===== config.mk =====
export PLATFORM = sky130hd
export DESIGN_NAME = lif_neuron_scheduler
export DESIGN_NICKNAME = d
export VERILOG_FILES = /design/src/rtl/lif_neuron_scheduler.sv
export SDC_FILE = /design/constraint.sdc
export NUM_CORES = 1
export LEC_CHECK = 0
export ABC_CLOCK_PERIOD_IN_PS = 3600
export BUFFER_PORTS_ARGS = -buffer_cell sky130_fd_sc_hd__buf_2
export CORE_ASPECT_RATIO = 2
export CORE_MARGIN = 2
export CORE_UTILIZATION = 45
export DETAILED_ROUTE_END_ITERATION = 10
export GPL_TIMING_DRIVEN = 0
export HOLD_SLACK_MARGIN = 0.03
export PLACE_DENSITY = 0.72
export SLEW_MARGIN = 20
export SYNTH_ARGS = -nofsm -noshare
export SYNTH_HDL_FRONTEND = slang
export SYNTH_SLANG_ARGS = --single-unit

===== constraint.sdc =====
create_clock -name clk -period 3.6 [get_ports clk]
set_clock_uncertainty 0.05 [all_clocks]
set_input_delay 0.36 -clock clk [delete_from_list [all_inputs] [get_ports clk]]
set_output_delay 0.36 -clock clk [all_outputs]
set_load 0.02 [all_outputs]

===== src/rtl/lif_neuron_scheduler.sv =====
// Time-multiplexed LIF neuron: one update datapath shared round-robin by N_NEURONS virtual neurons.
// Latency: 2-cycle slot per neuron (read, write); a captured rise is serviced within 2*N_NEURONS+1 cycles.
// Backpressure: none; enable=0 parks the scheduler in S_READ while edge capture keeps running.
//
// Ports:
//   clk, rst_n  : clock, asynchronous active-low reset
//   enable      : 1 = scheduler advances, 0 = hold before the next read
//   signal_in   : per-channel level inputs, synchronous to clk; rising edges become events
//   signal_out  : one-cycle spike pulse, bit i for neuron i
//   any_spike   : OR of signal_out, registered alongside it
//   frame_done  : one-cycle pulse after the last neuron's slot completes
//   dbg_idx     : neuron currently being serviced
//   dbg_v       : potential written by the most recent write slot (held between writes)
module lif_neuron_scheduler #(
    parameter int               N_NEURONS = 4,
    parameter int               WIDTH     = 8,
    parameter logic [WIDTH-1:0] THRESH    = WIDTH'(100),
    parameter logic [WIDTH-1:0] ADD       = WIDTH'(25),
    parameter logic [WIDTH-1:0] LEAK      = WIDTH'(1),
    parameter logic [WIDTH-1:0] VRESET    = WIDTH'(0),
    parameter int               REFRAC    = 2,
    localparam int              IW        = $clog2(N_NEURONS),
    localparam int              RW        = (REFRAC > 0) ? $clog2(REFRAC + 1) : 1
) (
    input  logic                 clk,
    input  logic                 rst_n,
    input  logic                 enable,
    input  logic [N_NEURONS-1:0] signal_in,
    output logic [N_NEURONS-1:0] signal_out,
    output logic                 any_spike,
    output logic                 frame_done,
    output logic [IW-1:0]        dbg_idx,
    output logic [WIDTH-1:0]     dbg_v
);

    typedef enum logic {S_READ, S_WRITE} state_t;

    state_t               state, state_nxt;
    logic                 do_read, do_write;

    logic [IW-1:0]        ptr;
    logic [WIDTH-1:0]     mem        [N_NEURONS];
    logic [RW-1:0]        refrac_cnt [N_NEURONS];
    logic [N_NEURONS-1:0] pending, pending_nxt, prev_in, rise;

    // Operands latched in S_READ, consumed in S_WRITE
    logic [WIDTH-1:0]     v_lat;
    logic                 took_lat;

    // Update datapath
    logic [WIDTH:0]       sum;
    logic [WIDTH-1:0]     integ, leaked, cand, v_new;
    logic                 refr, fire;
    logic [N_NEURONS-1:0] onehot;
    logic                 last;

    // ------------------------------------------------------------------
    // FSM
    // ------------------------------------------------------------------
    always_ff @(posedge clk or negedge rst_n) begin
        if (!rst_n) state <= S_READ;
        else        state <= state_nxt;
    end

    always_comb begin
        state_nxt = state;
        do_read   = 1'b0;
        do_write  = 1'b0;
        case (state)
            S_READ: begin
                if (enable) begin
                    do_read   = 1'b1;
                    state_nxt = S_WRITE;
                end
            end
            S_WRITE: begin
                // The write slot always finishes so a neuron is never half-updated
                do_write  = 1'b1;
                state_nxt = S_READ;
            end
            default: state_nxt = S_READ;
        endcase
    end

    // ------------------------------------------------------------------
    // Edge capture and pending flags (run regardless of enable)
    // ------------------------------------------------------------------
    assign rise = signal_in & ~prev_in;

    always_comb begin
        pending_nxt = pending;
        if (do_read) pending_nxt[ptr] = 1'b0;
        // OR-ing rises after the clear lets a same-cycle rise survive for the next service
        pending_nxt = pending_nxt | rise;
    end

    always_ff @(posedge clk or negedge rst_n) begin
        if (!rst_n) begin
            prev_in <= '0;
            pending <= '0;
        end else begin
            prev_in <= signal_in;
            pending <= pending_nxt;
        end
    end

    // ------------------------------------------------------------------
    // Update arithmetic
    // ------------------------------------------------------------------
    always_comb begin
        sum    = {1'b0, v_lat} + {1'b0, ADD};
        integ  = sum[WIDTH] ? '1 : sum[WIDTH-1:0];
        leaked = (v_lat >= LEAK) ? (v_lat - LEAK) : '0;
        cand   = took_lat ? integ : leaked;
        refr   = (refrac_cnt[ptr] != '0);
        fire   = !refr && (cand >= THRESH);
        v_new  = (refr || fire) ? VRESET : cand;
        onehot = {{(N_NEURONS-1){1'b0}}, 1'b1} << ptr;
        last   = (ptr == IW'(N_NEURONS - 1));
    end

    // ------------------------------------------------------------------
    // Neuron state: pointer, latched operands, register file
    // ------------------------------------------------------------------
    always_ff @(posedge clk or negedge rst_n) begin
        if (!rst_n) begin
            ptr      <= '0;
            v_lat    <= '0;
            took_lat <= 1'b0;
            for (int i = 0; i < N_NEURONS; i++) begin
                mem[i]        <= VRESET;
                refrac_cnt[i] <= '0;
            end
        end else begin
            if (do_read) begin
                v_lat    <= mem[ptr];
                took_lat <= pending[ptr];
            end
            if (do_write) begin
                mem[ptr] <= v_new;
                if (refr)      refrac_cnt[ptr] <= refrac_cnt[ptr] - RW'(1);
                else if (fire) refrac_cnt[ptr] <= RW'(REFRAC);
                ptr <= last ? '0 : ptr + IW'(1);
            end
        end
    end

    // ------------------------------------------------------------------
    // Registered outputs: pulses last exactly one cycle after a write slot
    // ------------------------------------------------------------------
    always_ff @(posedge clk or negedge rst_n) begin
        if (!rst_n) begin
            signal_out <= '0;
            any_spike  <= 1'b0;
            frame_done <= 1'b0;
            dbg_v      <= '0;
        end else begin
            signal_out <= '0;
            any_spike  <= 1'b0;
            frame_done <= 1'b0;
            if (do_write) begin
                signal_out <= fire ? onehot : '0;
                any_spike  <= fire;
                frame_done <= last;
                dbg_v      <= v_new;
            end
        end
    end

    assign dbg_idx = ptr;

endmodule


## Word-level counts from Yosys, hierarchy flattened

Index checks and enable logic that the tools add are counted.

| storage, ports and cells | value |
|---|---|
| word-level logic and storage cells | 80 |
| input port bits | 7 |
| bits in latches | 0 |
| memories kept | 0 |
| ROM bits | 0 |
| register bits | 74 |
| output and inout port bits | 16 |
| bits in writable memories | 0 |

| operators by class | value |
|---|---|
| reductions and logical operators | 8 |
| $add $sub $neg | 4 |
| mux-type cells | 32 |
| divide/modulo/power cells | 0 |
| eq/ne operators | 1 |
| multiply operators | 0 |
| shifts and indexed selects | 1 |
| bitwise operators | 10 |
| $lt $le $gt $ge | 6 |

Operator list:

| operator | count |
|---|---|
| 8-bit 2-to-1 mux | 9 |
| 32-bit bitwise mux | 1 |
| 8-bit binary-select mux with 2-bit select | 1 |
| 8-bit demux with 2-bit select | 1 |
| 4-bit AND | 3 |
| 4-bit 2-to-1 mux | 3 |
| 4-bit inverter | 3 |
| 8-bit by 5-bit adder with 9-bit output, second input constant | 1 |
| 8-bit bitwise mux | 1 |
| 8-bit by 1-bit greater-or-equal comparator with 1-bit output, second input constant | 1 |
| 8-bit by 7-bit greater-or-equal comparator with 1-bit output, second input constant | 1 |
| 2-bit 2-to-1 mux | 4 |
| 4-bit bitwise OR | 2 |
| 8-bit by 1-bit subtractor with 8-bit output, second input constant | 1 |
| 1-bit 2-to-1 mux | 7 |
| 2-bit binary-select mux with 2-bit select | 1 |
| 2-bit demux with 2-bit select | 1 |
| 2-bit nonzero test | 2 |
| 1-bit by 2-bit << shifter with 4-bit output, first input constant | 1 |
| 3-bit greater-or-equal comparator, second input constant | 1 |
| 1-bit logical AND | 3 |
| 2-bit by 3-bit less-than comparator with 1-bit output, second input constant | 1 |
| 3-bit by 1-bit less-than comparator with 1-bit output, second input constant | 1 |
| 2-bit inverter with 3-bit output | 1 |
| 11 further kinds | 11 |

## Depth between registers and ports, before layout

Gate-level depths: netlist of the first run.

| depth | value |
|---|---|
| word-level depth | 10 |
| gate-level depth with buffers | 9 |
| mapped depth without buffers | 8 |

## Worst setup path before layout of the first run

OpenSTA, ideal clock, no wires.

| timing path | value |
|---|---|
| path type | register to register |
| start | register ptr[0] (netlist: dbg_idx[0]) |
| end | register mem[22] in the netlist's numbering |
| period minus slack after synthesis | 2.853 ns |
| data required time | 3.446 ns |
| arrival time | 2.699 ns |
| library setup time | 0.104 ns |
| setup slack | 0.747 ns |
| cell stages (with the launch flop) | 9 |
| path buffers | 3 |
| path through | dfrtp_1 buf_1 mux4_2 inv_1 ha_1 clkbuf_1 o21ai_2 buf_2 o41ai_2 |

| on the way | value |
|---|---|
| cells in the longest elaborated chain, start to end | 10 |
| elaborated cells between the ends (all ways) | 15 |
| classes of those cells | order compare (2); mux (7); bitwise (1); reduce/logical (5) |

RTL lines:

| element | RTL line | text |
|---|---|---|
| start: declaration | 41 | `logic [IW-1:0] ptr;` |
| start signal: assignment | 143 | `ptr <= last ? '0 : ptr + IW'(1);` |
| 2-bit inverter with 3-bit output (not written as such) * | 115, 140 |  |
| 2-bit binary-select mux with 2-bit select | 115 | `refr = (refrac_cnt[ptr] != '0);` |
| 2-bit 2-to-1 mux (not written as such) (2 in series) | 115 |  |
| 2-bit nonzero test | 115 |  |
| 1-bit zero test | 116 | `fire = !refr && (cand >= THRESH);` |
| 1-bit logical AND | 116 |  |
| 1-bit logical OR | 117 | `v_new = (refr \|\| fire) ? VRESET : cand;` |
| 8-bit 2-to-1 mux | 117 |  |
| 32-bit bitwise mux * | 140 | `mem[ptr] <= v_new;` |
| end signal: indexed assignment | 140 |  |
| end: declaration | 42 | `logic [WIDTH-1:0] mem [N_NEURONS];` |

Mark *: on every way between the ends. The rest lies on a longest branch, timed or not. The select of a mux whose other input is x is not followed.
A chain may end at the register's enable or synchronous reset.

## Final worst setup path of the first run

| timing path | value |
|---|---|
| start | register ptr[0] (netlist: dbg_idx[0]) |
| end | register mem[30] in the netlist's numbering |

Same word-level chain as after synthesis.

==> results of run 1 <==
-- final cells by class --
type / count / area (um2)
fillers: 721 / 3840
flip-flops and latches: 74 / 1850
multi-input cells: 238 / 1720
clock buffers: 10 / 229
repair buffers: 24 / 150
well taps: 98 / 123
plain buffers: 24 / 113
clock inverters: 6 / 91.3
inverters: 14 / 52.6
-- registers in the layout, summed over array words and instances (netlist names) --
register,flops
took_lat,1
mem,32
v_lat,8
dbg_idx,2
pending,4
prev_in,4
refrac_cnt,8
dbg_v,8
frame_done,1
any_spike,1
state,1
signal_out,4
-- report_power, final --
part	internal (uW)	total, uW	leakage [uW]	switching, uW
clock network	607	952	0.000145	345
registers	1080	1270	0.000968	194
logic	706	1900	0.000806	1190
-- kinds of logic after synthesis --
family                   Yosys count
AND/OR/NAND/NOR                  113
AO/OA/AOI/OAI                     98
flip-flops                        74
buffers and inverters             38
multiplexers                      16
adder cells (fa/ha/maj)            8
XOR/XNOR                           3
-- metrics by stage --
step	setup slack, ns	power, uW	std cells	hold slack (ns)	instance area, um2
after floorplan	0.747	2630	350	0.0144	3740
final	0.384	4130	488	0.0915	4330
after CTS	0.0609	4120	488	0.0883	4330
after global routing	0.157	4360	488	0.0931	4330
after detailed placement	0.0590	3140	471	0.188	4000
after global placement	0.0462	3100	470	0.357	3970
-- what timing repair did --
item	4_1_cts	5_1_grt
endpoints found under the setup margin	0	19
buffers inserted	0	0
gates resized for setup	0	2
hold buffers	1	0
hold endpoints to repair	15	0
-- cell usage in the layout (no fill, tap or decap), types with 6 or more instances in the layout --
| cell | count |
|---|---|
| nor2_1 | 11 |
| o31ai_1 | 6 |
| clkbuf_1 | 13 |
| a21oi_1 | 16 |
| dfrtp_1 | 74 |
| nor3_1 | 6 |
| o21ai_1 | 16 |
| o41ai_2 | 8 |
| mux4_2 | 11 |
| nand3_1 | 16 |
| inv_1 | 14 |
| clkbuf_16 | 9 |
| ha_1 | 8 |
| o21ai_0 | 17 |
| nand2_1 | 56 |
| buf_2 | 28 |
-- worst max-delay path: stages, from the launching register on --
cell and delay, ns:
dfrtp_1 0.62, clkbuf_2 0.45, mux4_2 0.55, inv_1 0.07
ha_1 0.13, clkbuf_1 0.36, o21ai_2 0.27, buf_2 0.29
o41ai_2 0.30
-- per-layer routing --
metal  up-vias  track usage [%]  part of all wire, %
met4         0             13.8                  4.2
met1      1449             26.9                   37
met2        90             38.8                   56
li1       1340                -                    -
met3        32             3.49                  3.3
met5         -                0                    0
-- how the worst max path moves through the flow --
stage                           end  slack (ns)  depth (start not counted)
3_3_place_gp   dbg_v[3]$_DFFE_PN0P_        0.05                          9
4_1_cts         mem[30]$_DFFE_PN0P_        0.06                          8
2_1_floorplan   mem[22]$_DFFE_PN0P_        0.75                          8
6_report        mem[30]$_DFFE_PN0P_        0.38                          8
3_5_place_dp    mem[30]$_DFFE_PN0P_        0.06                          8
5_1_grt         mem[11]$_DFFE_PN0P_        0.16                          9
==> results.yml, run 1 <==
run_status:
  outcome: "complete, no violations"
clocking:
  clock_sink_count: 74
  clk_path_buf_depth: 2
  insertion_delay_ns: 0.34
  cts_tree: "built"
  root_buffer: "clkbuf_16"
  numCtsBuffers: 9
  htreeDepth: 3
  clk_pin_slew_ns: 0.06
die:
  fp.dieW_um: 68.5
  boundaryPins: 23
  die_area_um2: 9100
  std_cell_rows: 47
  coreArea_um2: 8170
  die_y_um: 133
  initial_utilization_pct: 45.7
detailed_routing:
  drtAntennaViolNets: 0
  routedWlPerCell_um: 19.7
  drt_wl_total_um: 9610
  vias: 2911
  drtIter0Drc: 183
  first_pass_iters: 5
  drc: 0
  viasPerCell: 5.97
yosys:
  synth.cell_area_um2: 3740
  synth_nets: 365
  synth_top_area_share_pct: 49.5
  ys_top_cells_by_count: "74 x dfrtp_1, 56 x nand2_1, 17 x o21ai_0"
  synthArstFlopShare_pct: 100
  synthTopCellsByArea: "dfrtp_1 50%, mux4_2 6.6%, nand2_1 5.6%"
  post-synth-top-area-cell: "dfrtp_1"
  ys_seq_area_share_pct: 49.5
  synth_xor_area_share_pct: 0.703
  ys_types: 50
  yosys_register_bits: 74
  synth-edff-count: 0
  yosys.area_share.simple_pct: 14.4
  synth.area.mux_share_pct: 8.13
  synth_cells: 350
  synth.avg_cell_area_um2: 10.7
  synth_compound_gate_area_share_pct: 20.1
  synth_fa_ha_area_share_pct: 2.68
  synth_top_family_by_area: "compound AO/OA/AOI/OAI gates"
  synthFlopType: "dfrtp_1"
  yosysWarnings: 0
  yosysMostFrequentCell: "dfrtp_1"
cells_and_area:
  diodes: 0
  nets: 400
  layout-drive-gt1-share_pct: 21.8
  syn_to_final_growth_pct: 15.9
  post-route-util_pct: 53.0
critical_path:
  r2r_end: "mem[30]$_DFFE_PN0P_"
  required_ns: 3.78
  critPathCaptureType: "flop"
  r2r_cells: 8
  cp.arrival_ns: 3.39
  start_kind: "flop"
  rrSetupSlack_ns: 0.38
  worstSetupStartpoint: "dbg_idx[0]$_DFFE_PN0P_"
  crit_fanout: 10
  crit_type: "reg2reg"
  r2r-start: "dbg_idx[0]$_DFFE_PN0P_"
timing:
  fmax_ghz: 0.311
  period_needed_ns: 3.22
  rsz0062_at_grt: "false"
  tightest_slew_ns: 0.682
  drv_slew: 0
  hold_violations: 0
  finalCritPeriodShare_pct: 89.3
  relSlewSlack_pct: 54.5
  finalSetupViolCount: 0
  finalSetupTns_ns: 0
power_and_ir_drop:
  ir_drop_mv: 0.443
  p_leak_uw: 0.00192
  power_density_nw_per_um2: 952
global_route:
  grt_first_pass_wirelength_um: 15500
  gr-total-overflow: 0
  antenna_found_initial: 0
  track_usage_pct: 23.2
  grt_max_degree: 60
  grt_pass1_vias: 3076
hold_path:
  worstHoldPathCells: 1
  hold_end: "prev_in[3]$_DFF_PN0_"
  min_from: "signal_in[3]"
  hold_class: "in2reg"
placement:
  gp_congestion: 0.899
  port_buffers: 22
  dp_hpwl_um: 6840
run:
  drv_cap: 0
Note: power is estimated with default switching activity, not from simulation.
==> inputs of run 2 (changes only) <==
BUFFER_PORTS_ARGS = unset   (was -buffer_cell sky130_fd_sc_hd__buf_2)
DONT_BUFFER_PORTS = 1   (was unset)
PLACE_DENSITY = 0.7   (was 0.72)
==> run 2 against run 1 <==
Compared with the run above:
- flip-flop and latch count stayed put
- core utilization shrank 0.51 points
- global-route usage increased by 0.16 points
- clock power rose by 7%
==> results.yml, run 2 (synthesized netlist as in run 1, its figures left out) <==
cells_and_area:
  nets: 382
  syn_to_final_growth_pct: 14.8
  post-route-util_pct: 52.5
  multi_input_area_um2: 1720
  largest_register_ffs: 32
  fillCellCount: 719
  layout-drive-gt1-share_pct: 17.2
  final_area_um2: 4290
  final_cell_mix: "73 x dfrtp_1, 56 x nand2_1, 17 x o21ai_0"
  largest-register: "mem"
  diodes: 0
  final_common_cell: "dfrtp_1"
  register_area_um2: 1850
clocking:
  clk_path_buf_depth: 2
  cts_tree: "built"
  insertion_delay_ns: 0.34
  htreeDepth: 3
  clock_sink_count: 74
  numCtsBuffers: 9
  root_buffer: "clkbuf_16"
  clk_pin_slew_ns: 0.06
global_route:
  grt_first_pass_wirelength_um: 15400
  track_usage_pct: 23.4
  grt_max_degree: 75
  grt_pass1_vias: 2957
  antenna_found_initial: 0
  gr-total-overflow: 0
detailed_routing:
  drtIter0Drc: 188
  routedWlPerCell_um: 20.2
  routed.top_layer: "met4"
  wl_met1_um: 3430
  dr_wl_met2_um: 5060
  dr_wl_met3_um: 384
  drc: 0
  drt_wl_total_um: 9520
  first_pass_iters: 5
  viasPerCell: 6.12
  drtAntennaViolNets: 0
  vias: 2875
power_and_ir_drop:
  p_leak_uw: 0.00184
  power_density_nw_per_um2: 969
  ir_drop_mv: 0.451
critical_path:
  crit_fanout: 10
  start_kind: "flop"
  crit_type: "reg2reg"
  slowest_stage: "buf_1"
  slowest_delay_ns: 0.67
  cp_top_family: "buffers and inverters"
  cp_cell_sequence: "buf_1 -> mux4_2 -> inv_1 -> ha_1 -> clkbuf_1 -> o21a_1 -> buf_2 -> nand3_1 -> o21ai_1"
  critPathCaptureType: "flop"
  crit_buf_inv: 4
  required_ns: 3.81
  cp.arrival_ns: 3.54
placement:
  post_dp_cell_area_um2: 3860
  port_buffers: 0
  detailedPlace.worstSlack_ns: -0.0318
  dp_hpwl_um: 6660
  gp_congestion: 0.897
die:
  die_area_um2: 9100
  coreArea_um2: 8170
  boundaryPins: 23
  initial_utilization_pct: 45.7
  std_cell_rows: 47
  die_y_um: 133
  fp.dieW_um: 68.5
timing:
  drv_slew: 0
  hold_violations: 0
  fmax_ghz: 0.301
  period_needed_ns: 3.33
  tightest_slew_ns: 0.800
  setup_ws_ns: 0.273
  relSlewSlack_pct: 46.6
  rsz0062_at_grt: "false"
  finalSetupViolCount: 0
  finalSetupTns_ns: 0
  finalCritPeriodShare_pct: 92.4
run:
  drv_cap: 0
run_status:
  outcome: "complete, no violations"
hold_path:
  hold_class: "in2reg"
==> run 2: changes by cell type in the layout (fill, tap and decap cells not counted), sizes merged <==
cell	previous run	this run
buf	33	11
bufinv	2	3
clkbuf	24	23
clkdlybuf4s15	0	1
clkinv	1	2
clkinvlp	3	1
dlygate4sd3	1	5
==> run 2: cell type report <==
class                      instances  area share, %
clock inverter                     6           2.68
multi-input combinational        238           40.1
buffer                            24           2.77
tap                               98           2.86
timing repair buffer               6           1.81
inverter                          14           1.22
clock buffer                      10           5.34
sequential                        74           43.2
==> run 2: timing repair <==
item | CTS | global route
hold buffers | 6 | 0
endpoints found under the hold margin | 78 | 0
buffers inserted | 0 | 0
setup endpoints to repair | 11 | 5
gates resized for setup | 2 | 1
gates cloned | 0 | 0
==> run 2: metal layers <==
layer,global-route usage (%),vias to the layer above
met2,37.4,119
li1,-,1313
met5,0,-
met4,16.6,0
met3,4.51,41
met1,26.7,1402
==> run 2: worst paths after layout <==
path                            slack [ns]              startpoint                    to  cells after the start
worst max-delay path                  0.27  dbg_idx[1]$_DFFE_PN0P_    mem[3]$_DFFE_PN0P_                      9
worst min-delay path                  0.11            signal_in[3]  pending[3]$_DFF_PN0_                      2
worst max register to register        0.27  dbg_idx[1]$_DFFE_PN0P_    mem[3]$_DFFE_PN0P_                      9
worst min register to register        0.38    prev_in[3]$_DFF_PN0_  pending[3]$_DFF_PN0_                      1
max in group asynchronous             2.66                   rst_n   mem[15]$_DFFE_PN0P_                      2
min in group asynchronous             0.51                   rst_n   any_spike$_DFF_PN0_                      2
==> run 2: power by group <==
group	internal (uW)	total (uW)	switching [uW]
Sequential	1080	1340	261
Clock	679	1020	344
Combinational	680	1800	1120
Total	2440	4160	1720
==> run 2: through the flow <==
step                instances  hold slack (ns)  power, uW
CTS                       470           0.0996       4150
detailed placement        448           0.0154       3080
finish                    470            0.110       4160
floorplan                 350           0.0144       2630
global placement          448           0.0160       3050
global route              470            0.118       4410
==> inputs of run 3 (changes only) <==
RECOVER_POWER = 100   (was unset)
==> run 3 against run 2 <==
Compared with the run above:
- total power is 1.2% lower
- register-to-register slack worse by 0.02 ns
- core utilization shrank 0.84 points
- maximum frequency shrank 0.55%
- count of clock-buffer cells in the layout unchanged
- final cell count stayed put
- non-clock buffer count unchanged
- hold slack worse by 0.0055 ns
- highest routed layer unchanged
- critical path type unchanged
- global-route usage is the same
- the run now ends with max-capacitance violations, max-slew violations left
- flip-flop and latch count did not move
- combinational power down 3%
==> results.yml, run 3 (synthesized netlist as in run 1, its figures left out) <==
power_and_ir_drop:
  power_density_nw_per_um2: 974
  p_sw_uw: 1690
  power_frac_seq_pct: 32.6
  p_leak_uw: 0.00180
  internal_power_uw: 2420
  combPwrFrac_pct: 42.4
  ir_drop_mv: 0.442
  clockPowerShare_pct: 25.0
  swShare_pct: 41.2
clocking:
  cts_tree: "built"
  root_buffer: "clkbuf_16"
  clock_sink_count: 74
  htreeDepth: 3
  clk_path_buf_depth: 2
  post_cts_buffers: 0
  insertion_delay_ns: 0.34
  numCtsBuffers: 9
  clk_pin_slew_ns: 0.06
hold_path:
  min_from: "signal_in[3]"
  hold_class: "in2reg"
critical_path:
  crit_type: "reg2reg"
  slowest_stage: "dfrtp_1"
  cp_cell_sequence: "clkbuf_1 -> mux4_2 -> inv_1 -> ha_1 -> clkbuf_1 -> o21ai_2 -> clkbuf_2 -> o41ai_1"
  critPathCaptureType: "flop"
  cp.arrival_ns: 3.52
  slowest_delay_ns: 0.65
  crit_buf_inv: 4
  required_ns: 3.77
  cp_top_family: "buffers and inverters"
  crit_fanout: 10
  crit_top_cell: "clkbuf_1"
  worstSetupStartpoint: "dbg_idx[1]$_DFFE_PN0P_"
  start_kind: "flop"
  r2r-start: "dbg_idx[1]$_DFFE_PN0P_"
detailed_routing:
  drc: 0
  first_pass_iters: 5
  drtAntennaViolNets: 0
  vias: 2861
  drtIter0Drc: 192
  routedWlPerCell_um: 20.2
  drt_wl_total_um: 9480
  viasPerCell: 6.09
timing:
  drv_slew: 75
  relSlewSlack_pct: -19.5
  period_needed_ns: 3.35
  tightest_slew_ns: 1.79
  finalSetupTns_ns: 0
  finalCritPeriodShare_pct: 92.9
  whs_ns: 0.105
  hold_violations: 0
  finalSetupViolCount: 0
  rsz0062_at_grt: "false"
  fmax_ghz: 0.299
  setup_ws_ns: 0.254
placement:
  port_buffers: 0
  detailedPlace.worstSlack_ns: -0.0318
  gp_congestion: 0.897
  dp.cells: 448
  dp_hpwl_um: 6660
cells_and_area:
  post-route-util_pct: 51.7
  layout-drive-gt1-share_pct: 15.3
  diodes: 0
  syn_to_final_growth_pct: 13.0
  largest-register: "mem"
  fillCellCount: 731
  finalNonFillerCells: 470
  final_common_cell: "dfrtp_1"
  final_cell_mix: "73 x dfrtp_1, 56 x nand2_1, 32 x o21ai_0"
  largest_register_ffs: 32
  nets: 382
die:
  boundaryPins: 23
  die_area_um2: 9100
  die_y_um: 133
  fp.dieW_um: 68.5
  coreArea_um2: 8170
  initial_utilization_pct: 45.7
  std_cell_rows: 47
global_route:
  antenna_found_initial: 0
  grt_max_degree: 75
  grt_first_pass_wirelength_um: 15400
  track_usage_pct: 23.4
  grt_pass1_vias: 2957
  gr-total-overflow: 0
run_status:
  failed_checks: "max-capacitance violations, max-slew violations"
  outcome: "complete, but fails checks"
run:
  drv_cap: 1
[run 3: changes by cell type in the layout (fill, tap and decap cells not counted), sizes merged]
| cell | delta |
|---|---|
| buf | -4 |
| clkbuf | +4 |
[run 3: final cells by class]
type	count	area, um2	area share, %
Clock inverter	6	115	2.73
Sequential cell	74	1850	43.9
Clock buffer	10	229	5.42
Timing Repair Buffer	6	55.1	1.30
Tap cell	98	123	2.90
Buffer	24	118	2.79
Multi-Input combinational cell	238	1680	39.7
Inverter	14	52.6	1.24
[run 3: path summary, 6_finish.rpt]
path / end / slack, ns / cells after the start
max: mem[30]$_DFFE_PN0P_ / 0.25 / 8
min: pending[3]$_DFF_PN0_ / 0.10 / 2
max reg2reg: mem[30]$_DFFE_PN0P_ / 0.25 / 8
min reg2reg: pending[3]$_DFF_PN0_ / 0.37 / 1
max in group asynchronous: dbg_idx[0]$_DFFE_PN0P_ / 1.35 / 2
min in group asynchronous: pending[0]$_DFF_PN0_ / 0.98 / 2
[run 3: what timing repair did]
item / 4_1_cts / 5_1_grt
setup endpoints to repair: 11 / 5
hold buffers: 6 / 0
resized for setup: 2 / 1
pin swaps: 0 / 0
endpoints found under the hold margin: 78 / 0
[run 3: power by group through the flow]
stage | combinational (uW) | clock [uW] | sequential [uW]
after detailed placement | 1730 | 0 | 1350
after global placement | 1710 | 0 | 1340
after floorplan | 1350 | 0 | 1280
after global routing | 1900 | 1090 | 1370
after CTS | 1780 | 1040 | 1330
final | 1740 | 1030 | 1340
[run 3: metrics by stage]
stage	instance area (um2)	total power, uW
after floorplan	3740	2630
after global placement	3860	3050
after detailed placement	3860	3080
after CTS	4290	4150
after global routing	4220	4360
final	4220	4110
[run 3: metal layers]
metal / share of wire (%) / vias up / track usage, %
met2: 54 / 105 / 37.4
met4: 5.6 / 0 / 16.6
met3: 4.3 / 38 / 4.51
li1: - / 1308 / -
met5: 0 / - / 0
met1: 36 / 1410 / 26.7
